--- src/rtl/phase_accumulator_if.sv ---
// Control and phase-output bundle between a DDS controller (master) and phase_accumulator (slave).
// Signal prefixes i_/o_ are given from the accumulator's point of view.
interface phase_accumulator_if #(
    parameter int ACC_WIDTH = 32,
    parameter int OUT_WIDTH = 12
);
    logic                 i_en;
    logic                 i_sync;
    logic [ACC_WIDTH-1:0] i_ftw;
    logic                 i_ftw_load;
    logic [OUT_WIDTH-1:0] i_offset;
    logic [OUT_WIDTH-1:0] o_phase;
    logic                 o_wrap;
    logic                 o_ftw_pending;

    modport master (
        output i_en, i_sync, i_ftw, i_ftw_load, i_offset,
        input  o_phase, o_wrap, o_ftw_pending
    );

    modport slave (
        input  i_en, i_sync, i_ftw, i_ftw_load, i_offset,
        output o_phase, o_wrap, o_ftw_pending
    );
endinterface

--- src/rtl/phase_accumulator.sv ---
// DDS phase accumulator with shadowed FTW (applied at wrap), phase offset, sync reset and wrap strobe.
// Optional macro PHASE_DITHER_EN adds sub-LSB LFSR dither before truncation (needs ACC_WIDTH-OUT_WIDTH >= 16).
module phase_accumulator #(
    parameter int ACC_WIDTH = 32,
    parameter int OUT_WIDTH = 12
) (
    input  logic               i_clk,
    input  logic               i_rst,
    phase_accumulator_if.slave bus
);

    logic [ACC_WIDTH-1:0] r_acc_p0;
    logic                 r_carry_p0;
    logic [ACC_WIDTH-1:0] r_ftw_active;
    logic [ACC_WIDTH-1:0] r_ftw_shadow;
    logic                 r_pending;
    logic [OUT_WIDTH-1:0] r_phase_p1;
    logic                 r_wrap_p1;

    logic [ACC_WIDTH-1:0] w_sum;
    logic                 w_carry;
    logic                 w_transfer;
    logic [ACC_WIDTH-1:0] w_phase_src;

    function automatic logic [OUT_WIDTH-1:0] trunc_phase(
        input logic [ACC_WIDTH-1:0] acc,
        input logic [OUT_WIDTH-1:0] off
    );
        return acc[ACC_WIDTH-1 -: OUT_WIDTH] + off;
    endfunction

    assign {w_carry, w_sum} = {1'b0, r_acc_p0} + {1'b0, r_ftw_active};

    // A pending word goes live at a wrap, on SYNC, while held, or when no frequency is running yet.
    assign w_transfer = r_pending &&
                        (bus.i_sync || !bus.i_en || (r_ftw_active == '0) || w_carry);

`ifdef PHASE_DITHER_EN
    localparam int DITHER_SHIFT = ACC_WIDTH - OUT_WIDTH - 16;
    logic [15:0] r_lfsr;
    logic        w_lfsr_fb;

    assign w_lfsr_fb = r_lfsr[15] ^ r_lfsr[13] ^ r_lfsr[12] ^ r_lfsr[10];

    always_ff @(posedge i_clk or posedge i_rst) begin
        if (i_rst) begin
            r_lfsr <= 16'hACE1;
        end else if (bus.i_en && !bus.i_sync) begin
            r_lfsr <= {r_lfsr[14:0], w_lfsr_fb};
        end
    end

    assign w_phase_src = r_acc_p0 + ({{(ACC_WIDTH-16){1'b0}}, r_lfsr} << DITHER_SHIFT);
`else
    assign w_phase_src = r_acc_p0;
`endif

    // Stage p0: accumulator, FTW shadow/active registers and raw carry
    always_ff @(posedge i_clk or posedge i_rst) begin
        if (i_rst) begin
            r_acc_p0     <= '0;
            r_carry_p0   <= 1'b0;
            r_ftw_active <= '0;
            r_ftw_shadow <= '0;
            r_pending    <= 1'b0;
        end else begin
            if (bus.i_sync) begin
                r_acc_p0 <= '0;
            end else if (bus.i_en) begin
                r_acc_p0 <= w_sum;
            end
            r_carry_p0 <= !bus.i_sync && bus.i_en && w_carry;

            if (w_transfer) begin
                r_ftw_active <= r_ftw_shadow;
            end
            // A new load keeps the flag set even when an older word transfers on this edge.
            if (bus.i_ftw_load) begin
                r_ftw_shadow <= bus.i_ftw;
                r_pending    <= 1'b1;
            end else if (w_transfer) begin
                r_pending <= 1'b0;
            end
        end
    end

    // Stage p1: truncated phase plus offset, wrap strobe aligned with the wrapped phase
    always_ff @(posedge i_clk or posedge i_rst) begin
        if (i_rst) begin
            r_phase_p1 <= '0;
            r_wrap_p1  <= 1'b0;
        end else begin
            r_phase_p1 <= trunc_phase(w_phase_src, bus.i_offset);
            r_wrap_p1  <= r_carry_p0;
        end
    end

    assign bus.o_phase       = r_phase_p1;
    assign bus.o_wrap        = r_wrap_p1;
    assign bus.o_ftw_pending = r_pending;

endmodule

--- src/flat_wrapper.sv ---
// flat-port wrapper written by rule: the top's interface ports become plain ports
module phase_accumulator_flat 
#(
    parameter int ACC_WIDTH = 32,
    parameter int OUT_WIDTH = 12
)
  (i_clk, i_rst, bus_i_en, bus_i_sync, bus_i_ftw, bus_i_ftw_load, bus_i_offset, bus_o_phase, bus_o_wrap, bus_o_ftw_pending);
  phase_accumulator_if #(.ACC_WIDTH(ACC_WIDTH), .OUT_WIDTH(OUT_WIDTH)) bus_i ();
  input  logic i_clk;
  input  logic i_rst;
  input wire logic [$bits(bus_i.i_en)-1:0] bus_i_en;
  input wire logic [$bits(bus_i.i_sync)-1:0] bus_i_sync;
  input wire logic [$bits(bus_i.i_ftw)-1:0] bus_i_ftw;
  input wire logic [$bits(bus_i.i_ftw_load)-1:0] bus_i_ftw_load;
  input wire logic [$bits(bus_i.i_offset)-1:0] bus_i_offset;
  output wire logic [$bits(bus_i.o_phase)-1:0] bus_o_phase;
  output wire logic [$bits(bus_i.o_wrap)-1:0] bus_o_wrap;
  output wire logic [$bits(bus_i.o_ftw_pending)-1:0] bus_o_ftw_pending;
  assign bus_i.i_en = bus_i_en;
  assign bus_i.i_sync = bus_i_sync;
  assign bus_i.i_ftw = bus_i_ftw;
  assign bus_i.i_ftw_load = bus_i_ftw_load;
  assign bus_i.i_offset = bus_i_offset;
  assign bus_o_phase = bus_i.o_phase;
  assign bus_o_wrap = bus_i.o_wrap;
  assign bus_o_ftw_pending = bus_i.o_ftw_pending;
  phase_accumulator #(.ACC_WIDTH(ACC_WIDTH), .OUT_WIDTH(OUT_WIDTH)) u_core (.i_clk(i_clk), .i_rst(i_rst), .bus(bus_i));
endmodule
--- config.mk ---
export PLATFORM = sky130hd
export DESIGN_NAME = phase_accumulator_flat
export DESIGN_NICKNAME = d
export VERILOG_FILES = /design/src/rtl/phase_accumulator_if.sv /design/src/rtl/phase_accumulator.sv /design/src/flat_wrapper.sv
export SDC_FILE = /design/constraint.sdc
export NUM_CORES = 1
export LEC_CHECK = 0
export BUFFER_PORTS_ARGS = -buffer_cell sky130_fd_sc_hd__buf_2
export CAP_MARGIN = 20
export CORE_UTILIZATION = 45
export DETAILED_ROUTE_END_ITERATION = 10
export GPL_TIMING_DRIVEN = 0
export SETUP_SLACK_MARGIN = 0.15
export SYNTH_ARGS = -nofsm -noshare
export SYNTH_HDL_FRONTEND = slang
export SYNTH_SLANG_ARGS = --single-unit
--- constraint.sdc ---
create_clock -name i_clk -period 4.3 [get_ports i_clk]
set_input_delay 0.645 -clock i_clk [delete_from_list [all_inputs] [get_ports i_clk]]
set_output_delay 0.645 -clock i_clk [all_outputs]
set_load 0.05 [all_outputs]
======== Word-level counts from Yosys, hierarchy flattened ========
Index checks and enable logic that the tools add are counted.
cells by class
  muxes and demuxes ....................... 4
  reductions and logical operators ........ 11
  $add $sub $neg .......................... 2
operators with widths
  cell                     count
  two-way mux 32 bit       2
  adder 32 x 32 -> 33 bit  1
  zero test 32 bit         1
  adder 12 bit             1
  nonzero test 2 bit       2
  logical AND 1 bit        3
  logical OR 1 bit         3
  zero test 1 bit          2
  two-way mux 1 bit        2
storage, ports and cells
  flip-flop bits (word level) ............. 111
  input bits .............................. 49
  output and inout port bits .............. 14
  logic and storage cells ................. 24

======== Longest topological paths before layout ========
Gate-level depths: netlist of the first run.
  depth after elaboration ................. 7
  depth in mapped cells ................... 10
  depth with buffers taken out ............ 10

======== Worst setup path after synthesis of the first run ========
Ideal clock, no wire load.
  path type ............................... register to register
  start point ............................. register u_core.r_ftw_active[0]
  end point ............................... register u_core.r_ftw_active[0]
  library setup time ...................... 0.128 ns
  stages on the path, launching flop included .. 11
  arrival time ............................ 2.555 ns
  required time ........................... 4.172 ns
  slack ................................... 1.617 ns
  clock period less this slack ............ 2.683 ns
  cells stage by stage .................... dfrtp_1 ha_1 fa_1 a21oi_1 nand4b_1 a31o_2 a21oi_4 o311ai_4 a31oi_4 buf_6 mux2_1
on the way
  longest elaborated chain between the ends .. 4
  elaborated cells on any way between the ends .. 5
ends and longest elaborated chain
  item                                                                             line                     RTL
  start, declared                                                                  phase_accumulator.sv:14  logic [ACC_WIDTH-1:0] r_ftw_active;
  start signal, assigned                                                           phase_accumulator.sv:75  r_ftw_active <= r_ftw_shadow;
  parallel branches: the longest is 2 deep, another holds adder 32 x 32 -> 33 bit  -
  logical OR 1 bit (*)                                                             phase_accumulator.sv:36  (bus.i_sync || !bus.i_en || (r_ftw_active == '0) || w_carry);
  logical AND 1 bit (*)                                                            phase_accumulator.sv:35  assign w_transfer = r_pending &&
Mark *: on every way between the ends.
A chain may end at the register's enable or synchronous reset.

======== Final worst setup path of the first run ========
  start point ............................. register u_core.r_ftw_active[0]
  end point ............................... register u_core.r_acc_p0[28]
on the way
  longest elaborated chain between the ends .. 3
ends and longest elaborated chain
  item                     line                     RTL
  adder 32 x 32 -> 33 bit  phase_accumulator.sv:32  assign {w_carry, w_sum} = {1'b0, r_acc_p0} + {1'b0, r_ftw_active};
  two-way mux 32 bit       phase_accumulator.sv:69  end else if (bus.i_en) begin
  two-way mux 32 bit       phase_accumulator.sv:67  if (bus.i_sync) begin
  end signal, assigned     phase_accumulator.sv:70  r_acc_p0 <= w_sum;
  end, declared            phase_accumulator.sv:12  logic [ACC_WIDTH-1:0] r_acc_p0;
No other way between the ends. The select of a mux whose other input is x is not followed.

==> results_dict.tcl, run 1 <==
set metrics [dict create \
    syn_area_per_cell_sq_um 10.74 \
    num-fill-cells 1285 \
    postPlaceCellArea_sq_mm 0.007138 \
    antenna_found_initial 0 \
    dp_slack_ns 1.182 \
    cts.clk_slew.worst_paths_ns 0.08 \
    area_delta_synth_final_pct 13.59 \
    numClockSinks 111 \
    fin_area_sq_mm 0.007477 \
    detail-route-antenna-nets 0 \
    grt_pass1_vias 4867 \
    final_layout_size_suffix_gt1_share_pct 23.33 \
    start_kind "flop" \
    ys_types 68 \
    min_to "u_core.bus.o_wrap$_DFF_PP0_" \
    clk_path_buf_depth 2 \
    crit_buf_inv 0 \
    hp-class "flop to flop" \
    root_buffer "clkbuf_16" \
    r2r_end "u_core.r_acc_p0[28]$_DFFE_PP0P_" \
    worstHoldStart "u_core.r_carry_p0$_DFF_PP0_" \
    htreeDepth 3 \
    powerDensity_mw_per_mm2 702.6 \
    finalWeightedCongestion 0.8745 \
    seqCellArea_sq_mm 0.002778 \
    cp_cell_sequence "ha_1 -> fa_1 -> a21oi_1 -> nand4b_1 -> a31o_2 -> a21oi_4 -> o311ai_1 -> o21ai_0 -> a221o_1" \
    ioPinCount 63 \
    slew_headroom_pct 37.96 \
    outcome "completed" \
    yosysSeqAreaShare_pct 42.20 \
    crit_start "u_core.r_ftw_active[0]$_DFFE_PP0P_" \
    dieArea_sq_mm 0.01512 \
    cp_slowest_stage_delay_ns 0.76 \
    cap_viol_max_count 0 \
    syn-instance-count 613 \
    worstSkewPairLatency_ns 0.36 \
    min_period_ns 3.194 \
    setup_viol 0 \
    report.final.slew_viol_count 0 \
    synth-simple-area-share_pct 12.20 \
    antenna_cells 0 \
    viasPerCell 5.779 \
    worst_path_max_delay_cell "o311ai_1" \
    ys_warn_count 0 \
    fin_worst_skew_ns 0.005619 \
    drtPass1Iterations 5 \
    final_cells 870 \
    crit_type "flop to flop" \
    r2r_cells 9 \
    worst_pin_slew_ns 0.9271 \
    track_usage_pct 22.16 \
    vias 5028 \
    hold_path_depth 0 \
    synth_compound_area_share_pct 16.90 \
    die_w_um 122.9 \
    gr-total-overflow 0 \
    grt_setup_unrepaired "false" \
    r2r_slack_ns 1.11 \
    synth.area.mux_share_pct 14.03 \
    yosys.area_share.adder_pct 8.782 \
    worstPathArrival_ns 3.44 \
    place_inst 854 \
    crit_fanout 5 \
    drt_iter0_markers 361 \
    syn_area_sq_mm 0.006583 \
    grt_pass1_wl_um 25270 \
    rr_startpoint "u_core.r_ftw_active[0]$_DFFE_PP0P_" \
    syn-num-nets 707 \
    required_ns 4.54 \
    endpoint_kind "flop" \
    fmax_mhz 313.1 \
    vdd.ir_drop.worst_mv 0.3197 \
    start_util_pct 46.70 \
    p_leak_nw 3.414 \
    num-nets-final 779 \
    cts_buffers 9 \
    tritoncts "built" \
    timing_hold_violations_final 0 \
    synth_edf_count 0 \
    synth_top_family_by_area "compound AO/OA/AOI/OAI gates" \
    synth_flop_cell "dfrtp_1" \
    io_buffers 60 \
    core_area_sq_mm 0.01410 \
    rows 43 \
    wirelength_um 15690 \
    synth_xor_area_share_pct 3.060 \
    die_height_um 122.9 \
    worst_slack_ns 1.106 \
    grt_max_degree 61 \
    utilization_pct 53.04 \
    cp_top_family "compound AO/OA/AOI/OAI gates" \
    wire_per_inst_um 18.03 \
    tns_ns 0 \
    ys_ff_latch 111 \
    multi_input_area_sq_mm 0.003618 \
    postCtsSetupBuffers 0 \
    drc 0 \
    dpl.hpwl_um 11870 \
    cts_resized 0 \
    cts_hold_buf 0 \
    finalCritPeriodShare_pct 74.28 \
    synth-async-reset-ratio_pct 100.0 \
]
[placed cells by master (no fill, tap or decap), drive strengths merged, types with 13 or more instances in the layout]
cell type / netlist / final
a21oi: 44 / 44
buf: 12 / 73
clkbuf: 12 / 21
dfrtp: 111 / 111
ha: 43 / 43
inv: 16 / 19
mux2: 65 / 65
nand2: 38 / 38
nand3: 15 / 15
nand4: 13 / 13
nor2: 48 / 48
o21ai: 29 / 29
xnor2: 15 / 15
[cells in the mapped netlist, types with 4 or more instances]
library cell / instances / area share, %
dfrtp_1: 111 / 42
nor2_1: 48 / 2.7
ha_1: 43 / 8.2
a21oi_1: 42 / 3.2
nand2_1: 38 / 2.2
mux2_2: 35 / 6.0
mux2_4: 27 / 6.2
o21ai_0: 25 / 1.9
inv_1: 16 / 0.91
nand3_1: 15 / 1.1
xnor2_1: 15 / 2.0
nand4_1: 13 / 1.2
clkbuf_1: 12 / 0.68
a21o_1: 11 / 1.3
nor4_1: 10 / 0.95
o21a_1: 10 / 1.1
mux2i_1: 9 / 1.4
a211oi_1: 8 / 0.91
xor2_1: 8 / 1.1
nor3_1: 7 / 0.53
nand2b_1: 6 / 0.57
o211ai_1: 6 / 0.68
buf_2: 5 / 0.38
nand3b_1: 5 / 0.57
a221o_1: 4 / 0.61
a31oi_1: 4 / 0.38
and3_1: 4 / 0.38
nor2b_1: 4 / 0.38
o2111a_1: 4 / 0.68
o21bai_1: 4 / 0.46
o31ai_1: 4 / 0.46
or3_1: 4 / 0.38
[report_power, final]
part           internal, mW  leakage (nW)  switching [mW]
Sequential             1.35          1.35           0.271
Combinational          1.10          1.90            1.59
Clock                 0.526         0.165           0.420
[sequential cells by signal (all words and copies together) (netlist names)]
signal and flops:
u_core.r_acc_p0 32, u_core.r_ftw_active 32, u_core.r_ftw_shadow 32, u_core.bus.o_phase 12, u_core.bus.o_ftw_pending 1, u_core.bus.o_wrap 1, u_core.r_carry_p0 1
[area by class of cell]
type,instances,area share [%]
Buffer,24,1.640
Clock buffer,9,3.012
Clock inverter,7,1.523
Inverter,17,0.8869
Multi-Input combinational cell,461,48.39
Sequential cell,111,37.15
Tap cell,180,3.012
Timing Repair Buffer,61,4.384
[per-layer routing]
metal / global-route usage (%) / wire, um / vias up
met5: 0 / 0 / -
met4: 5.716 / 186 / 0
met3: 4.105 / 741 / 15
met2: 34.23 / 6974 / 114
met1: 31.87 / 7782 / 2481
li1: - / - / 2418
[per-stage QoR]
step	power (mW)	hold WS, ns
floorplan	3.684	0.3312
global placement	4.206	0.3343
detailed placement	4.290	0.3504
CTS	5.261	0.3677
global route	5.638	0.3784
finish	5.254	0.3606
[kinds of logic (layout without fill, tap and decap cells)]
group | count (synthesis) | after routing
and+or+nand+nor | 164 | 164
buffers and inverters | 41 | 118
xor gates and xnor gates | 23 | 23
AOI/OAI and AO/OA | 155 | 155
muxes | 74 | 74
DFF | 111 | 111
adders and majority gates | 45 | 45
[worst max path at each step]
stage	cells past startpoint	end
after floorplan	1	u_core.bus.o_ftw_pending$_DFFE_PP0P_
after global placement	2	u_core.r_ftw_active[1]$_DFFE_PP0P_
after detailed placement	9	u_core.r_acc_p0[28]$_DFFE_PP0P_
after CTS	9	u_core.r_acc_p0[28]$_DFFE_PP0P_
after global routing	9	u_core.r_acc_p0[28]$_DFFE_PP0P_
final	9	u_core.r_acc_p0[28]$_DFFE_PP0P_
Note: power is estimated with default switching activity, not from simulation.
==> run 2, diff against run 1 <==
--- a/config.mk
+++ b/config.mk
@@ -5,6 +5,7 @@
 export SDC_FILE = /design/constraint.sdc
 export NUM_CORES = 1
 export LEC_CHECK = 0
+export ABC_AREA = 1
 export BUFFER_PORTS_ARGS = -buffer_cell sky130_fd_sc_hd__buf_2
 export CAP_MARGIN = 20
 export CORE_UTILIZATION = 45
==> constraint.sdc (replaced) <==
create_clock -name i_clk -period 3.2 [get_ports i_clk]
set_input_delay 0.48 -clock i_clk [delete_from_list [all_inputs] [get_ports i_clk]]
set_output_delay 0.48 -clock i_clk [all_outputs]
set_load 0.05 [all_outputs]
==> results_dict.tcl, run 2 <==
set metrics [dict create \
    gr-total-overflow 0 \
    cts.clk_slew.worst_paths_ns 0.08 \
    dieArea_sq_mm 0.01625 \
    area_delta_synth_final_pct 13.17 \
    layout_common_cells "nand2_1 (486), inv_1 (130), dfrtp_1 (111)" \
    dpl.hpwl_um 13640 \
    clockPowerShare_pct 25.5 \
    antenna_cells 0 \
    power_frac_seq_pct 39.7 \
    root_buffer "clkbuf_16" \
    syn_area_per_cell_sq_um 6.762 \
    p_total_mw 4.566 \
    synth.most_common_cell "nand2_1" \
    track_usage_pct 22.65 \
    die_w_um 127.5 \
    grt_max_degree 42 \
    worst_path_max_delay_cell "fa_1" \
    synth.largest_area_cell "dfrtp_1" \
    drt_iter0_markers 381 \
    grt_setup_unrepaired "false" \
    slew_headroom_pct 57.25 \
    cts_buffers 9 \
    crit_type "flop to flop" \
    numClockSinks 111 \
    die_height_um 127.5 \
    syn-num-nets 1142 \
    syn_area_sq_mm 0.007087 \
    p_leak_nw 4.754 \
    grt_pass1_wl_um 28280 \
    yosysSeqAreaShare_pct 39.19 \
    seqCellArea_sq_mm 0.002778 \
    num-fill-cells 1592 \
    io_buffers 61 \
    powerDensity_mw_per_mm2 569.3 \
    synth_flop_cell "dfrtp_1" \
    fmax_mhz 407.5 \
    required_ns 3.46 \
    worstSkewPairLatency_ns 0.36 \
    cp_slowest_stage_delay_ns 0.48 \
    rows 45 \
    reg_top3 "u_core.r_acc_p0 x32, u_core.r_ftw_active x32, u_core.r_ftw_shadow x32" \
    combPwrFrac_pct 34.8 \
    clk_path_buf_depth 2 \
    p_sw_share_pct 40.13 \
    drtPass1Iterations 5 \
    power_switching_mw 1.832 \
    fin_area_sq_mm 0.008020 \
    syn-instance-count 1048 \
    report.final.slew_viol_count 0 \
    worstPathArrival_ns 2.71 \
    ys_warn_count 0 \
    start_kind "flop" \
    num-nets-final 1217 \
    intPower_mw 2.733 \
    ys_top_cells_by_count "nand2_1 (486), inv_1 (131), dfrtp_1 (111)" \
    final_cells 1339 \
    ioPinCount 63 \
    cp_top_family "simple AND/OR/NAND/NOR gates" \
    setup_viol 0 \
    drc 0 \
    rr_startpoint "u_core.r_ftw_active[0]$_DFFE_PP0P_" \
    r2r_cells 13 \
    hp-class "input pin to asynchronous set/reset pin" \
    synth_edf_count 0 \
    vdd.ir_drop.worst_mv 0.2434 \
    final_common_cell "nand2_1" \
    detail-route-antenna-nets 0 \
    finalWeightedCongestion 0.8906 \
    finalCritPeriodShare_pct 76.69 \
    core_area_sq_mm 0.01526 \
    min_period_ns 2.454 \
    postPlaceCellArea_sq_mm 0.007720 \
    vias 6296 \
    final_layout_size_suffix_gt1_share_pct 8.777 \
    synth_area_leaders "dfrtp_1 (39%), nand2_1 (26%), ha_1 (7.6%)" \
    outcome "completed" \
    viasPerCell 4.702 \
    cts_resized 0 \
    grt_pass1_vias 5732 \
    fin_worst_skew_ns 0.008858 \
    htreeDepth 3 \
    ys_ff_latch 111 \
    ys_types 36 \
    wirelength_um 17180 \
    tritoncts "built" \
    crit_fanout 10 \
    start_util_pct 46.45 \
    worst_pin_slew_ns 0.6413 \
    synth-async-reset-ratio_pct 100.0 \
    synth_top_area_share_pct 39.19 \
    cts_hold_buf 0 \
    crit_buf_inv 1 \
    postCtsSetupBuffers 0 \
    r2r_slack_ns 0.75 \
    cp_cell_sequence "ha_1 -> fa_1 -> nand3_2 -> nand3_2 -> nand2_1 -> nand2_1 -> nand2_1 -> nand2_2 -> nand2_2 -> nand3_4 -> buf_4 -> nand3_1 -> nand2_1" \
    r2r_end "u_core.r_ftw_active[5]$_DFFE_PP0P_" \
    cap_viol_max_count 0 \
    multi_input_area_sq_mm 0.003691 \
    timing_hold_violations_final 0 \
    place_inst 1323 \
    endpoint_kind "flop" \
    tns_ns 0 \
    antenna_found_initial 0 \
    crit_top_cell "nand2_1" \
    wire_per_inst_um 12.83 \
]
run 2: cell types whose count changed after synthesis, moves of 10 or more:
cell	previous run	this run
o21a_1	10	0
xnor2_1	15	3
mux2_2	35	0
nand2_1	38	486
nor2_1	48	77
inv_1	16	131
mux2_4	27	0
nand3_1	15	73
nand4_1	13	2
nor4_1	10	0
run 2: how the worst max path moves through the flow:
stage	cells after the start	endpoint	start	slack, ns
after CTS	14	u_core.r_ftw_active[14]$_DFFE_PP0P_	u_core.r_ftw_active[0]$_DFFE_PP0P_	0.74
after floorplan	13	u_core.r_ftw_active[0]$_DFFE_PP0P_	u_core.r_ftw_active[0]$_DFFE_PP0P_	1.17
after global routing	14	u_core.r_ftw_active[18]$_DFFE_PP0P_	u_core.r_ftw_active[0]$_DFFE_PP0P_	0.59
final	13	u_core.r_ftw_active[5]$_DFFE_PP0P_	u_core.r_ftw_active[0]$_DFFE_PP0P_	0.75
after global placement	2	u_core.r_acc_p0[3]$_DFFE_PP0P_	i_rst	0.54
after detailed placement	13	u_core.r_ftw_active[5]$_DFFE_PP0P_	u_core.r_ftw_active[0]$_DFFE_PP0P_	0.76
run 2: kinds of logic (layout without fill, tap and decap cells):
| logic type | Yosys count | count (layout) | share of synthesized area (%) |
|---|---|---|---|
| simple gates | 655 | 655 | 37.02 |
| buf+inv | 155 | 235 | 8.721 |
| flops | 111 | 111 | 39.19 |
| compound gates | 71 | 71 | 5.544 |
| fa+ha+maj | 45 | 45 | 8.157 |
| xor+xnor | 11 | 11 | 1.360 |
run 2: through the flow:
step                utilization (%)  hold WS (ns)  setup slack, ns
floorplan                         -        0.3312            1.167
global placement              50.20        0.3362           0.5364
detailed placement            50.59        0.3371           0.7640
CTS                           52.56        0.1329           0.7425
global route                  52.56        0.1381           0.5933
finish                        52.56        0.1262           0.7458
run 2: layout make-up:
class                           count  area share (%)
Buffer                             24           1.576
Clock buffer                       11           3.151
Clock inverter                      5          0.5928
Inverter                          131           6.178
Multi-Input combinational cell    782           46.02
Sequential cell                   111           34.63
Tap cell                          211           3.292
Timing Repair Buffer               64           4.555
run 2: routing by layer:
| metal | track usage (%) | wire length, um | up-vias |
|---|---|---|---|
| met5 | 0 | 0 | - |
| met3 | 3.266 | 668 | 13 |
| met4 | 6.443 | 184 | 0 |
| met2 | 33.82 | 7139 | 110 |
| met1 | 33.91 | 9187 | 2781 |
| li1 | - | - | 3392 |
run 2: worst reg2reg max path: cells and delay by family, from the launching register on:
family,cells,cell delay (ns)
fa+ha+maj,2,0.77
simple gates,10,0.93
buf+inv,1,0.21
flops,1,0.45
run 2: power by group through the flow:
stage               registers (mW)  logic [mW]  clock network [mW]
floorplan                     1.98        1.01                   0
global placement              1.83        1.57                   0
detailed placement            1.83        1.58                   0
CTS                           1.81        1.59                1.19
global route                  1.84        1.80                1.24
finish                        1.81        1.59                1.17
==> run 3, diff against run 2 <==
--- a/config.mk
+++ b/config.mk
@@ -5,12 +5,13 @@
 export SDC_FILE = /design/constraint.sdc
 export NUM_CORES = 1
 export LEC_CHECK = 0
-export ABC_AREA = 1
+export ABC_AREA = 0
 export BUFFER_PORTS_ARGS = -buffer_cell sky130_fd_sc_hd__buf_2
 export CAP_MARGIN = 20
 export CORE_UTILIZATION = 45
 export DETAILED_ROUTE_END_ITERATION = 10
 export GPL_TIMING_DRIVEN = 0
+export PLACE_DENSITY = 0.66
 export SETUP_SLACK_MARGIN = 0.15
 export SYNTH_ARGS = -nofsm -noshare
 export SYNTH_HDL_FRONTEND = slang
==> constraint.sdc (replaced) <==
create_clock -name i_clk -period 2.1 [get_ports i_clk]
set_input_delay 0.315 -clock i_clk [delete_from_list [all_inputs] [get_ports i_clk]]
set_output_delay 0.315 -clock i_clk [all_outputs]
set_load 0.05 [all_outputs]
==> results_dict.tcl, run 3 (synthesis results as in run 1) <==
set metrics [dict create \
    hp-class "input pin to asynchronous set/reset pin" \
    timing_hold_violations_final 0 \
    wirelength_um 16990 \
    crit_fanout 7 \
    vias 5381 \
    wire_per_inst_um 18.39 \
    grt_pass1_vias 5253 \
    clk_path_buf_depth 2 \
    outcome "finished with violations" \
    worstSkewPairLatency_ns 0.36 \
    finalCritPeriodShare_pct 131.6 \
    drc 0 \
    numClockSinks 111 \
    rows 43 \
    fin_worst_skew_ns 0.007263 \
    fmax_mhz 361.9 \
    crit_start "u_core.r_ftw_active[22]$_DFFE_PP0P_" \
    ioPinCount 63 \
    htreeDepth 3 \
    core_area_sq_mm 0.01410 \
    worst_pin_slew_ns 0.8686 \
    dp_slack_ns -0.8463 \
    dpl.hpwl_um 11750 \
    finalWeightedCongestion 0.8745 \
    slew_headroom_pct 41.97 \
    cts.clk_slew.worst_paths_ns 0.08 \
    root_buffer "clkbuf_16" \
    drtPass1Iterations 5 \
    cts_buffers 9 \
    gr-total-overflow 0 \
    worst_slack_ns -0.6634 \
    cap_viol_max_count 0 \
    powerDensity_mw_per_mm2 1486 \
    dieArea_sq_mm 0.01512 \
    grt_setup_unrepaired "true" \
    crit_type "flop to flop" \
    track_usage_pct 23.42 \
    vdd.ir_drop.worst_mv 0.5904 \
    io_buffers 60 \
    drt_iter0_markers 369 \
    detail-route-antenna-nets 0 \
    failed_checks "negative setup slack" \
    p_leak_nw 3.795 \
    tritoncts "built" \
    cts_hold_buf 0 \
    hold_ws_ns 0.1085 \
    required_ns 2.35 \
    grt_pass1_wl_um 26830 \
    die_w_um 122.9 \
    setup_viol 56 \
    final_common_cell "dfrtp_1" \
    viasPerCell 5.824 \
    report.final.slew_viol_count 0 \
    antenna_cells 0 \
    antenna_found_initial 0 \
    layout_common_cells "dfrtp_1 (105), buf_2 (62), buf_4 (45)" \
    rr_startpoint "u_core.r_ftw_active[22]$_DFFE_PP0P_" \
    reg_top3 "u_core.r_acc_p0 x32, u_core.r_ftw_active x32, u_core.r_ftw_shadow x32" \
    num-nets-final 833 \
    endpoint_kind "flop" \
    final_layout_size_suffix_gt1_share_pct 40.19 \
    area_delta_synth_final_pct 30.15 \
    start_kind "flop" \
    worstPathArrival_ns 3.02 \
    die_height_um 122.9 \
    grt_max_degree 42 \
    min_period_ns 2.763 \
    start_util_pct 46.70 \
]
==> run 3: cell count changes in the layout (fill, tap and decap cells not counted), sizes merged, moves of 11 or more <==
cell / before / now
nand3: 76 / 15
nand4: 2 / 13
inv: 133 / 18
xnor2: 3 / 15
mux2: 0 / 65
buf: 72 / 127
nand2: 489 / 38
nor2: 78 / 48
==> run 3: layer usage <==
layer / wire length, um / vias up / share of wire, % / GRT usage [%]
li1: - / 2538 / - / -
met1: 7931 / 2655 / 47 / 33.85
met2: 7790 / 156 / 46 / 34.97
met3: 848 / 32 / 5.0 / 2.906
met4: 421 / 0 / 2.5 / 10.59
met5: 0 / - / 0 / 0
==> run 3: report_power, final <==
part           internal (mW)  switching (mW)
logic                   3.44            3.96
registers               2.78           0.628
clock network           1.09           0.829
==> run 3: worst paths after layout <==
kind | endpoint | slack, ns | cells after the start
worst max-delay path | u_core.r_ftw_active[31]$_DFFE_PP0P_ | -0.66 | 11
worst min-delay path | u_core.r_ftw_shadow[25]$_DFFE_PP0P_ | 0.11 | 2
worst max register to register | u_core.r_ftw_active[31]$_DFFE_PP0P_ | -0.66 | 11
worst min register to register | u_core.bus.o_wrap$_DFF_PP0_ | 0.36 | 0
max in group asynchronous | u_core.r_ftw_shadow[0]$_DFFE_PP0P_ | 1.06 | 4
min in group i_clk | u_core.r_ftw_shadow[20]$_DFFE_PP0P_ | 0.18 | 2
==> run 3: stage by stage <==
stage	std cells	TNS (ns)	power [mW]	utilization (%)	cell area [sq um]
3_3_place_gp	853	-61.72	8.854	51.31	7233
5_1_grt	924	-32.42	13.53	60.78	8567
4_1_cts	902	-27.56	11.86	58.01	8177
3_5_place_dp	855	-33.71	9.043	51.60	7273
2_1_floorplan	613	-14.99	7.789	-	6708
6_report	924	-27.23	12.73	60.78	8567
==> run 3: area by class of cell <==
class | instances | area [sq um]
repair buffers | 115 | 800.8
clock buffers | 11 | 242.7
plain buffers | 24 | 183.9
clock inverters | 5 | 86.33
well taps | 180 | 225.2
inverters | 17 | 67.56
fillers | 1138 | 5529
flip-flops and latches | 111 | 2785
multi-input cells | 461 | 4175
==> run 3: critical path, stage by stage (launching register included) <==
cell and delay (ns):
dfrtp_2 0.46, ha_4 0.28, buf_6 0.12, nand4_1 0.17, buf_4 0.19, o221ai_4 0.20
a211oi_2 0.10, o21a_1 0.23, a31oi_4 0.26, buf_6 0.18, buf_4 0.13, mux2_2 0.32
==> run 3: what timing repair did <==
action                     CTS  global route
pin swaps                   31            22
setup endpoints to repair   63            67
resized for setup           61            49
setup buffers               29            22
cloned                       2             0
